<file path="config.mk">
export PLATFORM = sky130hd
export DESIGN_NAME = sdram_stream_scheduler_flat
export DESIGN_NICKNAME = d
export VERILOG_FILES = /design/src/rtl/sdram_stream_scheduler_if.sv /design/src/rtl/sdram_stream_scheduler.sv /design/src/flat_wrapper.sv
export SDC_FILE = /design/constraint.sdc
export NUM_CORES = 1
export LEC_CHECK = 0
export ABC_AREA = 0
export CORE_MARGIN = 1.5
export CORE_UTILIZATION = 50
export CTS_CLUSTER_SIZE = 40
export DETAILED_ROUTE_END_ITERATION = 10
export PLACE_DENSITY = 0.81
export SYNTH_ARGS = -nofsm -noshare
export SYNTH_HDL_FRONTEND = slang
export SYNTH_SLANG_ARGS = --single-unit
</file>
<file path="constraint.sdc">
create_clock -name clk -period 3.85 [get_ports clk]
set_clock_uncertainty 0.05 [all_clocks]
set_input_delay 0.385 -clock clk [delete_from_list [all_inputs] [get_ports clk]]
set_output_delay 0.385 -clock clk [all_outputs]
set_load 0.01 [all_outputs]
</file>
<file path="src/rtl/sdram_stream_scheduler_if.sv">
//------------------------------------------------------------------------------
// sdram_stream_scheduler_if : SDRAM controller / pixel source / line FIFO bundle
// Revision: 1.0
//------------------------------------------------------------------------------
`default_nettype none

interface sdram_stream_scheduler_if #(
  parameter int DATA_WIDTH = 16,
  parameter int LEVEL_W    = 10
);
  logic                  sdram_start;
  logic                  sdram_wr_mode;
  logic                  sdram_rd_mode;
  logic                  sdram_init_done;
  logic                  sdram_tx_req;
  logic [DATA_WIDTH-1:0] sdram_tx_data;
  logic                  sdram_rx_valid;
  logic [DATA_WIDTH-1:0] sdram_rx_data;
  logic                  src_ready;
  logic [DATA_WIDTH-1:0] src_data;
  logic                  fifo_wr_en;
  logic [DATA_WIDTH-1:0] fifo_wr_data;
  logic [LEVEL_W-1:0]    fifo_level;
  logic                  sof;
  logic                  fill_done;
  logic                  overflow;

  modport master (
    output sdram_start, sdram_wr_mode, sdram_rd_mode, sdram_tx_data,
    output src_ready, fifo_wr_en, fifo_wr_data, sof, fill_done, overflow,
    input  sdram_init_done, sdram_tx_req, sdram_rx_valid, sdram_rx_data,
    input  src_data, fifo_level
  );

  modport slave (
    input  sdram_start, sdram_wr_mode, sdram_rd_mode, sdram_tx_data,
    input  src_ready, fifo_wr_en, fifo_wr_data, sof, fill_done, overflow,
    output sdram_init_done, sdram_tx_req, sdram_rx_valid, sdram_rx_data,
    output src_data, fifo_level
  );
endinterface

`default_nettype wire

</file>
<file path="src/rtl/sdram_stream_scheduler.sv">
//------------------------------------------------------------------------------
// sdram_stream_scheduler : power-up/init, one-shot frame fill, cyclic readout
// Revision: 1.0
//------------------------------------------------------------------------------
`default_nettype none

module sdram_stream_scheduler #(
  parameter int DATA_WIDTH  = 16,
  parameter int FRAME_WORDS = 76800,
  parameter int PWRUP_CYC   = 28600,
  parameter int LEVEL_W     = 10,
  parameter int FIFO_DEPTH  = 512,
  parameter int HIGH_WM     = 480,
  parameter int LOW_WM      = 256
) (
  input  logic                       clk,
  input  logic                       rst_n,
  sdram_stream_scheduler_if.master   bus
);

  localparam int CNT_W = $clog2(FRAME_WORDS);
  localparam int PWR_W = $clog2(PWRUP_CYC);

  localparam logic [CNT_W-1:0]   C_LAST_WORD = CNT_W'(FRAME_WORDS - 1);
  localparam logic [PWR_W-1:0]   C_PWR_LAST  = PWR_W'(PWRUP_CYC - 1);
  localparam logic [LEVEL_W-1:0] C_LVL_FULL  = LEVEL_W'(FIFO_DEPTH);
  localparam logic [LEVEL_W-1:0] C_LVL_HIGH  = LEVEL_W'(HIGH_WM);
  localparam logic [LEVEL_W-1:0] C_LVL_LOW   = LEVEL_W'(LOW_WM);

  typedef enum logic [1:0] {
    PWRUP  = 2'd0,
    INIT   = 2'd1,
    FILL   = 2'd2,
    STREAM = 2'd3
  } state_t;

  // Reset asserts immediately, releases only on a clock edge.
  logic [1:0] rst_sync_q;
  logic       rst_int_n;

  always_ff @(posedge clk or negedge rst_n) begin
    if (!rst_n) rst_sync_q <= '0;
    else        rst_sync_q <= {rst_sync_q[0], 1'b1};
  end

  assign rst_int_n = rst_sync_q[1];

  state_t                state_q, state_d;
  logic [PWR_W-1:0]      pwr_cnt_q, pwr_cnt_d;
  logic [CNT_W-1:0]      wr_cnt_q, wr_cnt_d;
  logic [CNT_W-1:0]      rd_cnt_q, rd_cnt_d;
  logic                  start_q, start_d;
  logic                  wr_mode_q, wr_mode_d;
  logic                  fill_done_q, fill_done_d;
  logic                  rd_gate_q, rd_gate_d;
  logic                  fifo_wr_en_q, fifo_wr_en_d;
  logic [DATA_WIDTH-1:0] fifo_wr_data_q, fifo_wr_data_d;
  logic                  sof_q, sof_d;
  logic                  overflow_q, overflow_d;

  logic w_wr_beat;
  logic w_rx_beat;
  logic w_fifo_full;

  assign w_wr_beat   = (state_q == FILL)   && bus.sdram_tx_req;
  assign w_rx_beat   = (state_q == STREAM) && bus.sdram_rx_valid;
  assign w_fifo_full = (bus.fifo_level == C_LVL_FULL);

  always_ff @(posedge clk or negedge rst_int_n) begin
    if (!rst_int_n) begin
      state_q        <= PWRUP;
      pwr_cnt_q      <= '0;
      wr_cnt_q       <= '0;
      rd_cnt_q       <= '0;
      start_q        <= 1'b0;
      wr_mode_q      <= 1'b0;
      fill_done_q    <= 1'b0;
      rd_gate_q      <= 1'b1;
      fifo_wr_en_q   <= 1'b0;
      fifo_wr_data_q <= '0;
      sof_q          <= 1'b0;
      overflow_q     <= 1'b0;
    end else begin
      state_q        <= state_d;
      pwr_cnt_q      <= pwr_cnt_d;
      wr_cnt_q       <= wr_cnt_d;
      rd_cnt_q       <= rd_cnt_d;
      start_q        <= start_d;
      wr_mode_q      <= wr_mode_d;
      fill_done_q    <= fill_done_d;
      rd_gate_q      <= rd_gate_d;
      fifo_wr_en_q   <= fifo_wr_en_d;
      fifo_wr_data_q <= fifo_wr_data_d;
      sof_q          <= sof_d;
      overflow_q     <= overflow_d;
    end
  end

  always_comb begin
    state_d        = state_q;
    pwr_cnt_d      = pwr_cnt_q;
    wr_cnt_d       = wr_cnt_q;
    rd_cnt_d       = rd_cnt_q;
    fill_done_d    = fill_done_q;
    rd_gate_d      = rd_gate_q;
    fifo_wr_en_d   = 1'b0;
    fifo_wr_data_d = fifo_wr_data_q;
    sof_d          = 1'b0;
    overflow_d     = overflow_q;

    case (state_q)
      PWRUP: begin
        if (pwr_cnt_q == C_PWR_LAST) state_d = INIT;
        else                         pwr_cnt_d = pwr_cnt_q + 1'b1;
      end
      INIT: begin
        if (bus.sdram_init_done) state_d = FILL;
      end
      FILL: begin
        if (w_wr_beat) begin
          if (wr_cnt_q == C_LAST_WORD) begin
            wr_cnt_d    = '0;
            fill_done_d = 1'b1;
            state_d     = STREAM;
          end else begin
            wr_cnt_d = wr_cnt_q + 1'b1;
          end
        end
      end
      STREAM: begin
        // A beat into a full FIFO is lost but still occupies its frame slot.
        if (w_rx_beat) begin
          rd_cnt_d = (rd_cnt_q == C_LAST_WORD) ? '0 : rd_cnt_q + 1'b1;
          if (w_fifo_full) begin
            overflow_d = 1'b1;
          end else begin
            fifo_wr_en_d   = 1'b1;
            fifo_wr_data_d = bus.sdram_rx_data;
            sof_d          = (rd_cnt_q == '0);
          end
        end
      end
      default: state_d = PWRUP;
    endcase

    start_d   = (state_d == INIT);
    wr_mode_d = (state_d == FILL);

    // Hysteresis: hold between the watermarks.
    if (bus.fifo_level >= C_LVL_HIGH)     rd_gate_d = 1'b0;
    else if (bus.fifo_level <= C_LVL_LOW) rd_gate_d = 1'b1;
  end

  assign bus.sdram_start   = start_q;
  assign bus.sdram_wr_mode = wr_mode_q;
  assign bus.sdram_rd_mode = (state_q == STREAM) && rd_gate_q;
  assign bus.src_ready     = w_wr_beat;
  assign bus.sdram_tx_data = w_wr_beat ? bus.src_data : '0;
  assign bus.fifo_wr_en    = fifo_wr_en_q;
  assign bus.fifo_wr_data  = fifo_wr_data_q;
  assign bus.sof           = sof_q;
  assign bus.fill_done     = fill_done_q;
  assign bus.overflow      = overflow_q;

endmodule

`default_nettype wire
</file>
<file path="src/flat_wrapper.sv">
// flat-port wrapper written by rule: the top's interface ports become plain ports
module sdram_stream_scheduler_flat 
#(
  parameter int DATA_WIDTH  = 16,
  parameter int FRAME_WORDS = 76800,
  parameter int PWRUP_CYC   = 28600,
  parameter int LEVEL_W     = 10,
  parameter int FIFO_DEPTH  = 512,
  parameter int HIGH_WM     = 480,
  parameter int LOW_WM      = 256
)
  (clk, rst_n, bus_sdram_start, bus_sdram_wr_mode, bus_sdram_rd_mode, bus_sdram_tx_data, bus_src_ready, bus_fifo_wr_en, bus_fifo_wr_data, bus_sof, bus_fill_done, bus_overflow, bus_sdram_init_done, bus_sdram_tx_req, bus_sdram_rx_valid, bus_sdram_rx_data, bus_src_data, bus_fifo_level);
  sdram_stream_scheduler_if #(.DATA_WIDTH(DATA_WIDTH), .LEVEL_W(LEVEL_W)) bus_i ();
  input  logic clk;
  input  logic rst_n;
  output wire logic [$bits(bus_i.sdram_start)-1:0] bus_sdram_start;
  output wire logic [$bits(bus_i.sdram_wr_mode)-1:0] bus_sdram_wr_mode;
  output wire logic [$bits(bus_i.sdram_rd_mode)-1:0] bus_sdram_rd_mode;
  output wire logic [$bits(bus_i.sdram_tx_data)-1:0] bus_sdram_tx_data;
  output wire logic [$bits(bus_i.src_ready)-1:0] bus_src_ready;
  output wire logic [$bits(bus_i.fifo_wr_en)-1:0] bus_fifo_wr_en;
  output wire logic [$bits(bus_i.fifo_wr_data)-1:0] bus_fifo_wr_data;
  output wire logic [$bits(bus_i.sof)-1:0] bus_sof;
  output wire logic [$bits(bus_i.fill_done)-1:0] bus_fill_done;
  output wire logic [$bits(bus_i.overflow)-1:0] bus_overflow;
  input wire logic [$bits(bus_i.sdram_init_done)-1:0] bus_sdram_init_done;
  input wire logic [$bits(bus_i.sdram_tx_req)-1:0] bus_sdram_tx_req;
  input wire logic [$bits(bus_i.sdram_rx_valid)-1:0] bus_sdram_rx_valid;
  input wire logic [$bits(bus_i.sdram_rx_data)-1:0] bus_sdram_rx_data;
  input wire logic [$bits(bus_i.src_data)-1:0] bus_src_data;
  input wire logic [$bits(bus_i.fifo_level)-1:0] bus_fifo_level;
  assign bus_sdram_start = bus_i.sdram_start;
  assign bus_sdram_wr_mode = bus_i.sdram_wr_mode;
  assign bus_sdram_rd_mode = bus_i.sdram_rd_mode;
  assign bus_sdram_tx_data = bus_i.sdram_tx_data;
  assign bus_src_ready = bus_i.src_ready;
  assign bus_fifo_wr_en = bus_i.fifo_wr_en;
  assign bus_fifo_wr_data = bus_i.fifo_wr_data;
  assign bus_sof = bus_i.sof;
  assign bus_fill_done = bus_i.fill_done;
  assign bus_overflow = bus_i.overflow;
  assign bus_i.sdram_init_done = bus_sdram_init_done;
  assign bus_i.sdram_tx_req = bus_sdram_tx_req;
  assign bus_i.sdram_rx_valid = bus_sdram_rx_valid;
  assign bus_i.sdram_rx_data = bus_sdram_rx_data;
  assign bus_i.src_data = bus_src_data;
  assign bus_i.fifo_level = bus_fifo_level;
  sdram_stream_scheduler #(.DATA_WIDTH(DATA_WIDTH), .FRAME_WORDS(FRAME_WORDS), .PWRUP_CYC(PWRUP_CYC), .LEVEL_W(LEVEL_W), .FIFO_DEPTH(FIFO_DEPTH), .HIGH_WM(HIGH_WM), .LOW_WM(LOW_WM)) u_core (.clk(clk), .rst_n(rst_n), .bus(bus_i));
endmodule
</file>
==> reports/qor.yml <==
clocking:
  htreeDepth: 3
  cts_hold_buf: 0
  cts_sinks: 76
  cts_max_path_buffers: 2
  cts-root-buf: "clkbuf_8"
  cts_made_buffers: 9
  clk_latency_ns: 0.36
  cts_tree: "built"
  cts_resized: 0
  post_cts_buffers: 0
  path_clk_slew_ns: 0.08
flow_run:
  drv_cap: 0
route:
  ant_nets: 0
  drc_errors: 0
  vias_per_cell: 5.46
  routed_wl_mm: 7.68
  dr.pass1.iters: 4
  wire_per_inst_um: 14.8
  vias: 2824
  drt_iter0_drc: 162
floorplanning:
  num_io_pins: 87
  die_h_um: 87.7
  start_util: 0.523
  die_x_um: 87.7
  rows: 30
  core_area_um2: 6870
  die-area_um2: 7700
timing:
  fin_tns_setup_ns: 0
  worst_slew_pin_slew_ns: 0.937
  finalSetupViolCount: 0
  max-slew-margin-rel: 0.375
  finalCriticalPeriod_ns: 2.92
  drv_slew: 0
  hold_viol_final: 0
  rsz0062_at_grt: "no"
  fmax_ghz: 0.343
  finalCritPeriodShare: 0.758
  whs_ns: 0.137
placement:
  place_area_um2: 4520
  gp_congestion: 0.855
  hpwl_mm: 5.56
  io_buffers: 86
layout:
  final_nets: 467
  drive_above_1_share: 0.107
  utilization: 0.691
  antenna_cells: 0
  design_area_um2: 4750
  area_growth_syn_to_layout_pct: 32.2
worst_setup_path:
  cp_data_required_time_ns: 3.41
  r2r_slack_ns: 1.55
  arrival_ns: 2.48
  slowest_delay_ns: 0.63
  crit_slowest_cell: "dfrtp_1"
  critPathLaunch: "u_core.state_q[1]"
  r2r_start: "u_core.state_q[1]"
  cp_top_family: "buffers and inverters"
  crit_buf_inv: 2
  worstSetupEndpointType: "primary output"
  crit_type: "register to primary output"
  path_cells: "nand3b_1, inv_1, and2_1, clkdlybuf4s50_1"
  cp-start-kind: "register"
  worstPathMaxFanout: 21
power_and_ir_drop:
  p_per_area_nw_per_um2: 402
  leakagePower_nw: 2.04
  ir_drop_v: 0.000238
synthesis:
  synth_edf_count: 0
  syn_inst: 327
  syn_avg_cell_area_um2: 11.0
  ys.flop_type: "dfrtp_1"
  synth_most_common_cell: "dfrtp_1"
  syn-cell-area_um2: 3590
  synth_top_family_by_area: "simple AND/OR/NAND/NOR gates"
  ys_seq_area_frac: 0.530
  synth_top_cell_area_share: 0.523
  synthXorXnorAreaFrac: 0.0927
  synthMuxAreaShare: 0.0603
  synth_compound_area_frac: 0.0296
  synth_area_leaders: "dfrtp_1 (52%), xnor2_1 (5.4%), mux2_2 (5.3%), xor2_1 (3.9%), nor4_1 (3.5%)"
  synth_top_cell_by_area: "dfrtp_1"
  synth-simple-area-share: 0.248
  synth.distinct_cells: 44
  synthAdderAreaFrac: 0.0139
  synth_commonest_cells: "dfrtp_1 (75), nand2_1 (24), nor2_1 (23)"
  ys_async_sr_fraction: 1.00
  synth_nets: 378
  ys_warn_count: 0
  synth.ff_latch_count: 76
hold_path:
  holdCritPathClass: "input pin to asynchronous set/reset pin"
global_routing:
  grtUsageTotal: 0.211
  grt_pass1_vias: 2672
  grt_start_max_net_pins: 46
  antenna_found_initial: 0
  gr-total-overflow: 0
  grt_pass1_wl_mm: 12.3
outcome:
  status: "complete, no violations"
[worst paths after layout]
kind	to	cells past startpoint
worst max-delay path	bus_sdram_tx_data[12]	4
worst min-delay path	u_core.rst_sync_q[0]	1
worst max register to register	u_core.rd_cnt_q[13]	4
worst min register to register	u_core.rst_sync_q[1]	0
max in group asynchronous	u_core.rd_gate_q	1
min in group clk	u_core.rst_sync_q[1]	0
[metal layers]
metal | vias up | GRT usage | part of all wire
met4 | 0 | 0.0909 | 0.018
met3 | 14 | 0.0603 | 0.060
met1 | 1373 | 0.263 | 0.42
li1 | 1340 | - | -
met2 | 97 | 0.342 | 0.51
met5 | - | 0 | 0
[layout make-up]
class                           instances  area, um2
Fill cell                             508       2120
Sequential cell                        76       1900
Multi-Input combinational cell        234       1600
Timing Repair Buffer                   87        868
Clock buffer                           10        138
Tap cell                               96        120
Clock inverter                          6       87.6
Inverter                                8       30.0
[registers in the layout, summed over array words and instances, names as in the netlist]
register and flops:
u_core.state_q 2, u_core.rd_gate_q 1, u_core.bus.overflow 1, u_core.wr_cnt_q 17
u_core.bus.sof 1, u_core.rst_sync_q 2, u_core.rd_cnt_q 17, u_core.bus.fill_done 1
u_core.bus.fifo_wr_data 16, u_core.pwr_cnt_q 15, u_core.bus.sdram_wr_mode 1, u_core.bus.fifo_wr_en 1
u_core.bus.sdram_start 1
[cell usage in the layout (no fill, tap or decap), types with 3 or more instances in the layout]
cell / n
clkdlybuf4s50_1: 86
dfrtp_1: 74
nand2_1: 24
nor2_1: 23
xnor2_1: 22
nor4_1: 20
and2_1: 19
nand4_1: 18
mux2_2: 17
xor2_1: 16
nand3_1: 14
nor3_1: 10
clkbuf_8: 10
inv_1: 8
o21ai_0: 7
and3_1: 5
a21oi_1: 4
and4_1: 4
ha_1: 4
nand2b_1: 3
nand4b_1: 3
clkinvlp_4: 3
[report_power, final]
part	internal (mW)	switching (mW)	leakage (nW)
logic	0.161	0.103	0.937
clock network	0.381	0.304	0.105
registers	0.872	0.0895	0.993
total	1.41	0.496	2.04
[metrics by stage]
stage | setup WS [ns] | instances | total power [mW]
final | 0.933 | 517 | 1.91
after global placement | 1.19 | 501 | 1.23
after global routing | 0.730 | 517 | 2.00
after floorplan | 1.53 | 327 | 1.09
after detailed placement | 1.09 | 501 | 1.24
after CTS | 0.925 | 517 | 1.92
[worst reg2reg max path: stages (launching register included)]
cell	delay, ns
dfrtp_1	0.63
nand4_1	0.37
or4_4	0.62
nor2_1	0.40
nor2_1	0.11
[kinds of logic (layout without fill, tap and decap cells)]
kind of cell | after synthesis | count (layout)
fa+ha+maj | 4 | 4
flops | 76 | 76
mux | 19 | 19
compound gates | 18 | 18
xor+xnor | 38 | 38
other cells | 1 | 1
buf+inv | 17 | 111
simple gates | 154 | 154
Note: power is estimated with default switching activity, not from simulation.
